--- config.mk ---
export PLATFORM = sky130hd
export DESIGN_NAME = mac_operand_feeder
export DESIGN_NICKNAME = d
export VERILOG_FILES = /design/src/rtl/mac_operand_feeder.sv
export SDC_FILE = /design/constraint.sdc
export NUM_CORES = 1
export LEC_CHECK = 0
export CAP_MARGIN = 20
export CORE_ASPECT_RATIO = 1.2
export CORE_MARGIN = 2
export CORE_UTILIZATION = 35
export CTS_CLUSTER_SIZE = 28
export DETAILED_ROUTE_END_ITERATION = 6
export MAX_ROUTING_LAYER = met4
export PLACE_DENSITY = 0.63
export SLEW_MARGIN = 20
export SYNTH_ARGS = -nofsm -noshare
export SYNTH_HDL_FRONTEND = slang
export SYNTH_SLANG_ARGS = --single-unit
--- constraint.sdc ---
create_clock -name clk -period 1.75 [get_ports clk]
set_input_delay 0.35 -clock clk [delete_from_list [all_inputs] [get_ports clk]]
set_output_delay 0.35 -clock clk [all_outputs]
set_load 0.1 [all_outputs]
--- src/rtl/mac_operand_feeder.sv ---
// Serial byte -> {A, B, C} operand assembler in front of the 8-bit MAC register.
// Optional odd-parity checking on each input byte: define MAC_FEEDER_PARITY_EN.
module mac_operand_feeder #(
    parameter int DATA_W = 8,
    parameter int CNT_W  = 16
) (
    input  logic              clk,
    input  logic              reset,
    input  logic [DATA_W-1:0] in_data,
    input  logic              in_valid,
    output logic              in_ready,
    input  logic              in_sof,
`ifdef MAC_FEEDER_PARITY_EN
    input  logic              in_parity,
    output logic              par_err,
`endif
    input  logic              hold,
    output logic [DATA_W-1:0] A,
    output logic [DATA_W-1:0] B,
    output logic [DATA_W-1:0] C,
    output logic              op_valid,
    output logic              sync_err,
    output logic [CNT_W-1:0]  triple_cnt
);

    typedef enum logic [1:0] {WAIT_A, WAIT_B, WAIT_C} state_t;

    state_t              state, state_nxt;
    logic [DATA_W-1:0]   a_s, b_s;
    logic [3*DATA_W-1:0] pend;
    logic                pend_full;
    logic                acc, par_bad, drain;
    logic                load_a, load_b, load_c, resync;

`ifdef MAC_FEEDER_PARITY_EN
    // odd parity: the XOR over data plus parity bit must be 1
    assign par_bad = ~(^{in_data, in_parity});
`else
    assign par_bad = 1'b0;
`endif

    // A C byte waits only while the previous triple is still undelivered
    assign in_ready = !reset && !(state == WAIT_C && pend_full);
    assign acc      = in_valid && in_ready;
    assign drain    = pend_full && !hold;

    assign load_a = acc && !par_bad && (in_sof || state == WAIT_A);
    assign load_b = acc && !par_bad && !in_sof && state == WAIT_B;
    assign load_c = acc && !par_bad && !in_sof && state == WAIT_C;
    assign resync = acc && !par_bad && in_sof && state != WAIT_A;

    always_ff @(posedge clk) begin
        if (reset) state <= WAIT_A;
        else       state <= state_nxt;
    end

    always_comb begin
        state_nxt = state;
        if (acc) begin
            if (par_bad)     state_nxt = WAIT_A;
            else if (in_sof) state_nxt = WAIT_B;
            else begin
                case (state)
                    WAIT_A:  state_nxt = WAIT_B;
                    WAIT_B:  state_nxt = WAIT_C;
                    default: state_nxt = WAIT_A;
                endcase
            end
        end
    end

    always_ff @(posedge clk) begin
        if (reset) begin
            a_s        <= '0;
            b_s        <= '0;
            pend       <= '0;
            pend_full  <= 1'b0;
            A          <= '0;
            B          <= '0;
            C          <= '0;
            op_valid   <= 1'b0;
            sync_err   <= 1'b0;
            triple_cnt <= '0;
`ifdef MAC_FEEDER_PARITY_EN
            par_err    <= 1'b0;
`endif
        end else begin
            op_valid <= drain;
            sync_err <= resync;
`ifdef MAC_FEEDER_PARITY_EN
            par_err  <= acc && par_bad;
`endif
            if (drain) begin
                {A, B, C}  <= pend;
                triple_cnt <= triple_cnt + CNT_W'(1);
            end
            if (acc && par_bad) begin
                a_s <= '0;
                b_s <= '0;
            end else begin
                if (load_a) a_s <= in_data;
                if (load_b) b_s <= in_data;
            end
            // load_c and drain are exclusive: in_ready is low in WAIT_C while pend_full
            if (load_c) begin
                pend      <= {a_s, b_s, in_data};
                pend_full <= 1'b1;
            end else if (drain) begin
                pend_full <= 1'b0;
            end
        end
    end

endmodule

Word-level counts from Yosys, hierarchy flattened:

Index checks and enable logic that the tools add are counted.

* register bits: 85
* logic and storage cells: 36
* bits of input ports: 13

* add/sub/neg operators: 1
* eq/ne operators: 2
* mux-type cells: 4
* reduce and logical (&&, ||, !) cells: 18

Operators by type and width (count)
* $add 16x1->16 const B: 1
* $logic_and 1x1->1: 10
* $logic_not 1->1: 4
* $pmux 2 s2: 1
* $reduce_bool 2->1: 2
* $eq 2x1->1 const B: 1
* $eq 2x2->1 const B: 1
* $logic_not 2->1: 1
* $mux 1: 2
* $mux 2: 1
* $logic_or 1x1->1: 1

Logic depth before layout (Yosys ltp):

Gate-level depths: netlist of run 1.

* depth after elaboration: 8
* depth in mapped cells: 7
* depth with buffers taken out: 5

Least setup slack after synthesis of run 1:

No wires, ideal clock.

* kind: input-to-output
* start point: input reset
* end point: output in_ready
* slack: -0.752 ns
* data arrival time: 2.152 ns
* cell stages on the path: 3
* data required time: 1.400 ns
* path through: clkbuf_1 -> clkbuf_1 -> a21oi_1

* longest elaborated chain between the ends: 2

RTL lines
* start, declared: line 8 `input logic reset,`
* $logic_not 1->1: line 43 `assign in_ready = !reset && !(state == WAIT_C && pend_full);`
* $logic_and 1x1->1: line 43
* end, declared: line 11 `output logic in_ready,`

Every way passes these cells.

Worst setup path in the final report of run 1:

* start point: register state[1]
* end point: output in_ready

* longest elaborated chain between the ends: 4

RTL lines
* start, declared: line 28 `state_t state, state_nxt;`
* start signal, assigned: line 54 `else state <= state_nxt;`
* $eq 2x2->1: line 43
* $logic_and 1x1->1: line 43
* $logic_not 1->1: line 43
* $logic_and 1x1->1: line 43

Every way passes these cells.

==> results.json, run 1 <==
{
  "clock_path_buffers": 2,
  "syn_inst": 392,
  "h_tree_depth": 3,
  "global_route_wire_length_before_repair_um": 12000,
  "tritoncts": "yes",
  "setup-violations-final": 0,
  "async_flop_share_pct": 0,
  "antenna_violations_before_repair": 0,
  "avgViaCountPerCell": 4.96,
  "critical_path.max_fanout": 5,
  "fin_total_pwr_mw": 3.77,
  "die_x_um": 91.0,
  "layout.cells.most_common": "nand2_1",
  "finalInstanceArea_um2": 4640,
  "crit_path_end_kind": "output pin",
  "area_growth_pct": 46.1,
  "cpLargestDelayFamily": "flip-flops",
  "critPathKind": "reg -> out",
  "period_share_pct": 95.0,
  "grt_max_degree": 52,
  "remaining_routing_drc_violations": 0,
  "routedWlPerCell_um": 12.5,
  "placement.io_buffers": 55,
  "num_vias": 2840,
  "grt.overflow.total": 0,
  "post_synth_instance_area_um2": 3180,
  "synthesis.area_per_instance_um2": 8.11,
  "post_cts.repair.setup_buffers": 0,
  "synth_top_flop_cell": "dfxtp_1",
  "post_cts.resized_instances": 0,
  "count_of_clock_tree_sinks": 85,
  "r2r.worst_path.cells": 4,
  "ys_types": 35,
  "syn_nets": 406,
  "yosysSeqAreaShare_pct": 53.5,
  "rows": 38,
  "worst-path-stages": 3,
  "cap_violations": 0,
  "worstHoldPathCells": 2,
  "n_antenna_cell": 0,
  "static_leakage_nw": 1.59,
  "synth.yosys.warnings": 0,
  "hold_buffers": 0,
  "period_minus_slack_ns": 1.66,
  "timing.max_slew.rel_slack_pct": 65.9,
  "max_freq_mhz": 602,
  "ir_drop_worst_case_vdd_uv": 408,
  "first_pass_iters": 4,
  "worst_ep_required_time_ns": 1.40,
  "worstPathArrival_ns": 1.31,
  "cp_cell_sequence": "nor2b_2, a21oi_4, buf_12",
  "fraction_of_layout_instances_using_a_drive_strength_above_1_pct": 21.4,
  "timing.critical_path.slowest_cell_delay_ns": 0.42,
  "cts_inserted_buffers": 9,
  "place.gp.congestion": 0.800,
  "wl_um": 7190,
  "nNetsFinal": 462,
  "layout.cells.most_common_list": "nand2_1, a21oi_1, dfxtp_1",
  "cp-start-kind": "flop",
  "critPathSlowestCell": "dfxtp_1",
  "clk_pin_slew_ns": 0.09,
  "detail-route-antenna-nets": 0,
  "initial_utilization_pct": 35.6,
  "clock_tree.root_cell": "clkbuf_8",
  "fp.dieArea_um2": 9860,
  "ios": 56,
  "min-delay-path-class": "reg -> reg",
  "finalHoldViolCount": 0,
  "first_global_vias": 2678,
  "rsz0062_at_grt": "no",
  "total_routing_usage_gr_pct": 15.3,
  "synth.ff_latch_count": 85,
  "synth-edff-count": 0,
  "placedInstanceArea_um2": 4400,
  "path_buf_inv": 1,
  "drv_slew": 0,
  "timing.clock.skew_ns": 0.00696,
  "core_area_um2": 8940,
  "result_of_the_run": "finished, final reports clean",
  "number_of_design_rule_violations_left_by_the_first_detailed_router_iteration": 107,
  "detailed_place_hpwl_um": 5220,
  "pwr_density_cell_nw_per_um2": 812,
  "worst_pin_slew_ns": 0.512,
  "clock_insertion_delay_worst_skew_ns": 0.35,
  "fp.dieH_um": 108
}
[power by group]
| group | internal [mW] | total, mW | switching [mW] |
|---|---|---|---|
| registers | 1.94 | 1.94 | 0.00793 |
| clock network | 0.958 | 1.68 | 0.719 |
| logic | 0.0560 | 0.147 | 0.0906 |
[cells in the mapped netlist, drive strengths merged (4+ instances only)]
cell    number  share of area [%]
nand2      113                 14
dfxtp       85                 54
a21oi       74                 12
nand3       19                3.0
clkbuf      18                2.1
nor2        18                2.1
o21ai       10                1.6
buf          8                1.4
nand4        8                1.6
xor2         7                1.9
nor2b        4               0.79
xnor2        4                1.1
[per-layer routing]
metal	track usage (%)	vias up	routed length [um]
li1	-	1419	-
met1	17.1	1361	3140
met2	26.6	53	3710
met3	3.90	7	230
met4	5.63	0	106
met5	-	-	0
[registers in the layout (all words and copies together) (netlist names)]
register and flops:
pend 24, triple_cnt 16, A 8, B 8
C 8, a_s 8, b_s 8, state 2
op_valid 1, pend_full 1, sync_err 1
[area by class of cell]
cell class                      count  area, um^2
Fill cell                         836        4300
Timing Repair Buffer               71        1130
Clock buffer                        9         124
Tap cell                          120         150
Inverter                            2        7.51
Clock inverter                      7         121
Sequential cell                    85        1730
Multi-Input combinational cell    279        1370
[worst reg2reg max path, delay by kind of cell, from the launching register on]
family | cells | cell delay, ns
adder cells (fa/ha/maj) | 1 | 0.17
AND/OR/NAND/NOR | 2 | 0.72
AO/OA/AOI/OAI | 1 | 0.16
flip-flops | 1 | 0.39
[worst paths after layout]
kind	from	endpoint	slack, ns
min reg2reg	b_s[6]$_SDFFE_PP0P_	pend[14]$_SDFFE_PP0P_	0.45
min	b_s[6]$_SDFFE_PP0P_	pend[14]$_SDFFE_PP0P_	0.45
max reg2reg	triple_cnt[0]$_SDFFE_PP0P_	triple_cnt[12]$_SDFFE_PP0P_	0.25
max	state[1]$_SDFFE_PP0N_	in_ready	0.09
[kinds of logic (layout without fill, tap and decap cells)]
group           count (synthesis)  count (layout)  synth area share (%)
buf+inv                        28              89                  3.74
fa+ha+maj                       1               1                 0.394
simple gates                  179             179                  25.1
flops                          85              85                  53.5
xor+xnor                       11              11                  3.03
compound gates                 88              88                  14.2
[per-stage QoR]
stage	TNS [ns]	instances	utilization, %	hold slack (ns)	setup WS, ns
floorplan	0	392	-	0.428	0.0195
global placement	-0.147	557	49.2	0.440	-0.0878
detailed placement	-0.633	557	49.2	0.447	-0.102
CTS	0	573	51.9	0.460	0.0194
global route	0	573	51.9	0.474	0.0449
finish	0	573	51.9	0.454	0.0879
Power figures use the tool's default switching activity.
==> run 2, diff against run 1 <==
- SLEW_MARGIN: 20 -> 15
- TNS_END_PERCENT: unset -> 30
==> results of run 2 <==
Same layout as run 1: the final DEF is identical, and so are final timing and power.
==> run 3, diff against run 2 <==
- CORE_UTILIZATION: 35 -> 50
- PLACE_DENSITY: 0.63 -> 0.82
==> run 3 against run 2 <==
  * Clock-buffer cell count rose by 1
  * Sequential share of layout area increased by 0.56 points
  * Design area down 1.5%
  * Setup slack got worse by 0.00083 ns
  * First-iteration DRC count grew 110%
  * Hold slack lost 0.0027 ns
  * Clock skew rose by 0.00084 ns
  * Sequential power hardly changed
  * Clock power hardly changed
  * Critical path type unchanged
  * Critical endpoint unchanged
==> results.json, run 3 (synthesis gave the netlist of run 1 again) <==
{
  "result_of_the_run": "finished, final reports clean",
  "remaining_routing_drc_violations": 0,
  "cts_inserted_buffers": 9,
  "detail-route-antenna-nets": 0,
  "timing.max_slew.rel_slack_pct": 57.5,
  "pwr_density_cell_nw_per_um2": 826,
  "initial_utilization_pct": 52.2,
  "seq_power_share_pct": 51.5,
  "number_of_design_rule_violations_left_by_the_first_detailed_router_iteration": 223,
  "placedInstanceArea_um2": 4330,
  "count_of_clock_tree_sinks": 85,
  "core_area_um2": 6090,
  "hold-worst-slack_ns": 0.451,
  "timing.clock.skew_ns": 0.00781,
  "clk_pin_slew_ns": 0.08,
  "clockPowerShare_pct": 44.6,
  "ios": 56,
  "min-delay-path-class": "reg -> reg",
  "internal_power_mw": 2.98,
  "wl_um": 7420,
  "layout.cells.most_common": "nand2_1",
  "crit_path_end_kind": "output pin",
  "routedWlPerCell_um": 13.9,
  "largest-register": "pend",
  "clock_insertion_delay_worst_skew_ns": 0.36,
  "reg2reg_slack_ns": 0.20,
  "tritoncts": "yes",
  "clock_tree.root_cell": "clkbuf_8",
  "rows": 31,
  "fp.dieH_um": 91.3,
  "fraction_of_layout_instances_using_a_drive_strength_above_1_pct": 21.0,
  "grt.overflow.total": 0,
  "switching_share_pct": 21.2,
  "detailed_place_hpwl_um": 5200,
  "antenna_violations_before_repair": 0,
  "setup-violations-final": 0,
  "worstPathArrival_ns": 1.31,
  "first_pass_iters": 6,
  "drv_slew": 0,
  "fp.dieArea_um2": 7010,
  "period_share_pct": 95.0,
  "largest_reg_flops": 24,
  "num_vias": 2899,
  "cp-start-kind": "flop",
  "h_tree_depth": 3,
  "cap_violations": 0,
  "post_cts.repair.setup_buffers": 0,
  "critical_path.max_fanout": 5,
  "grt_max_degree": 67,
  "rsz0062_at_grt": "no",
  "first_global_vias": 2631,
  "totalNegativeSetupSlack_ns": 0,
  "area_growth_pct": 43.9,
  "critPathKind": "reg -> out",
  "placement.io_buffers": 55,
  "final-seq-area_um2": 1730,
  "finalHoldViolCount": 0,
  "largest_registers": "pend x24, triple_cnt x16",
  "layout.cells.most_common_list": "nand2_1, a21oi_1, dfxtp_1",
  "ir_drop_worst_case_vdd_uv": 704,
  "fillerInstances": 418,
  "worst_ep_required_time_ns": 1.40,
  "avgViaCountPerCell": 5.43,
  "max_freq_mhz": 601,
  "place.gp.congestion": 0.889,
  "net-switching-power_uw": 801,
  "worst_pin_slew_ns": 0.638,
  "total_routing_usage_gr_pct": 22.7,
  "multi_input_comb_area_um2": 1370,
  "finalInstanceArea_um2": 4570,
  "clock_path_buffers": 2,
  "period_minus_slack_ns": 1.66,
  "static_leakage_nw": 1.59,
  "n_antenna_cell": 0,
  "nNetsFinal": 461,
  "global_route_wire_length_before_repair_um": 12200,
  "comb_power_share_pct": 3.9,
  "die_x_um": 76.8
}
-- run 3: metal layers --
layer	vias to the layer above	track usage [%]	routed length, um
met5	-	-	0
met4	0	11.2	180
met3	23	5.77	367
met2	99	35.5	3710
met1	1352	27.2	3160
li1	1425	-	-
-- run 3: worst paths after layout --
path,start,endpoint,cells past startpoint
min,pend[23]$_SDFFE_PP0P_,A[7]$_SDFFE_PP0P_,2
min reg2reg,pend[23]$_SDFFE_PP0P_,A[7]$_SDFFE_PP0P_,2
max reg2reg,triple_cnt[0]$_SDFFE_PP0P_,triple_cnt[12]$_SDFFE_PP0P_,4
max,state[1]$_SDFFE_PP0N_,in_ready,3
-- run 3: metrics by stage --
stage | cells | util (%) | setup WS, ns | power [mW]
after floorplan | 392 | - | 0.0195 | 2.07
after global placement | 518 | 71.0 | -0.102 | 2.13
after detailed placement | 518 | 71.0 | -0.136 | 2.13
after CTS | 534 | 75.1 | 0.0721 | 3.79
after global routing | 534 | 75.1 | 0.0353 | 3.89
final | 534 | 75.1 | 0.0871 | 3.78
-- run 3: critical path, cell delays in order (launching register included) --
cell and delay (ns):
dfxtp_1 0.41, nor2b_2 0.27, a21oi_4 0.09, buf_12 0.17
-- run 3: power groups by stage --
stage	combinational [mW]	sequential (mW)	clock, mW
2_1_floorplan	0.0761	1.99	0
3_3_place_gp	0.140	1.99	0
3_5_place_dp	0.144	1.99	0
4_1_cts	0.144	1.95	1.70
5_1_grt	0.158	1.95	1.78
6_report	0.147	1.95	1.69
-- run 3: what timing repair did --
| action | CTS | global route |
|---|---|---|
| hold buffers | 0 | 0 |
| gates resized for setup | 1 | 0 |
| endpoints found under the setup margin | 1 | 0 |
-- run 3: cell type report --
cell class                 instances  share of cell area, %
timing repair buffer              70                   24.3
sequential                        85                   37.9
multi-input combinational        279                   30.0
clock inverter                     6                   2.38
tap                               82                   2.24
clock buffer                      10                   3.01
inverter                           2                  0.164
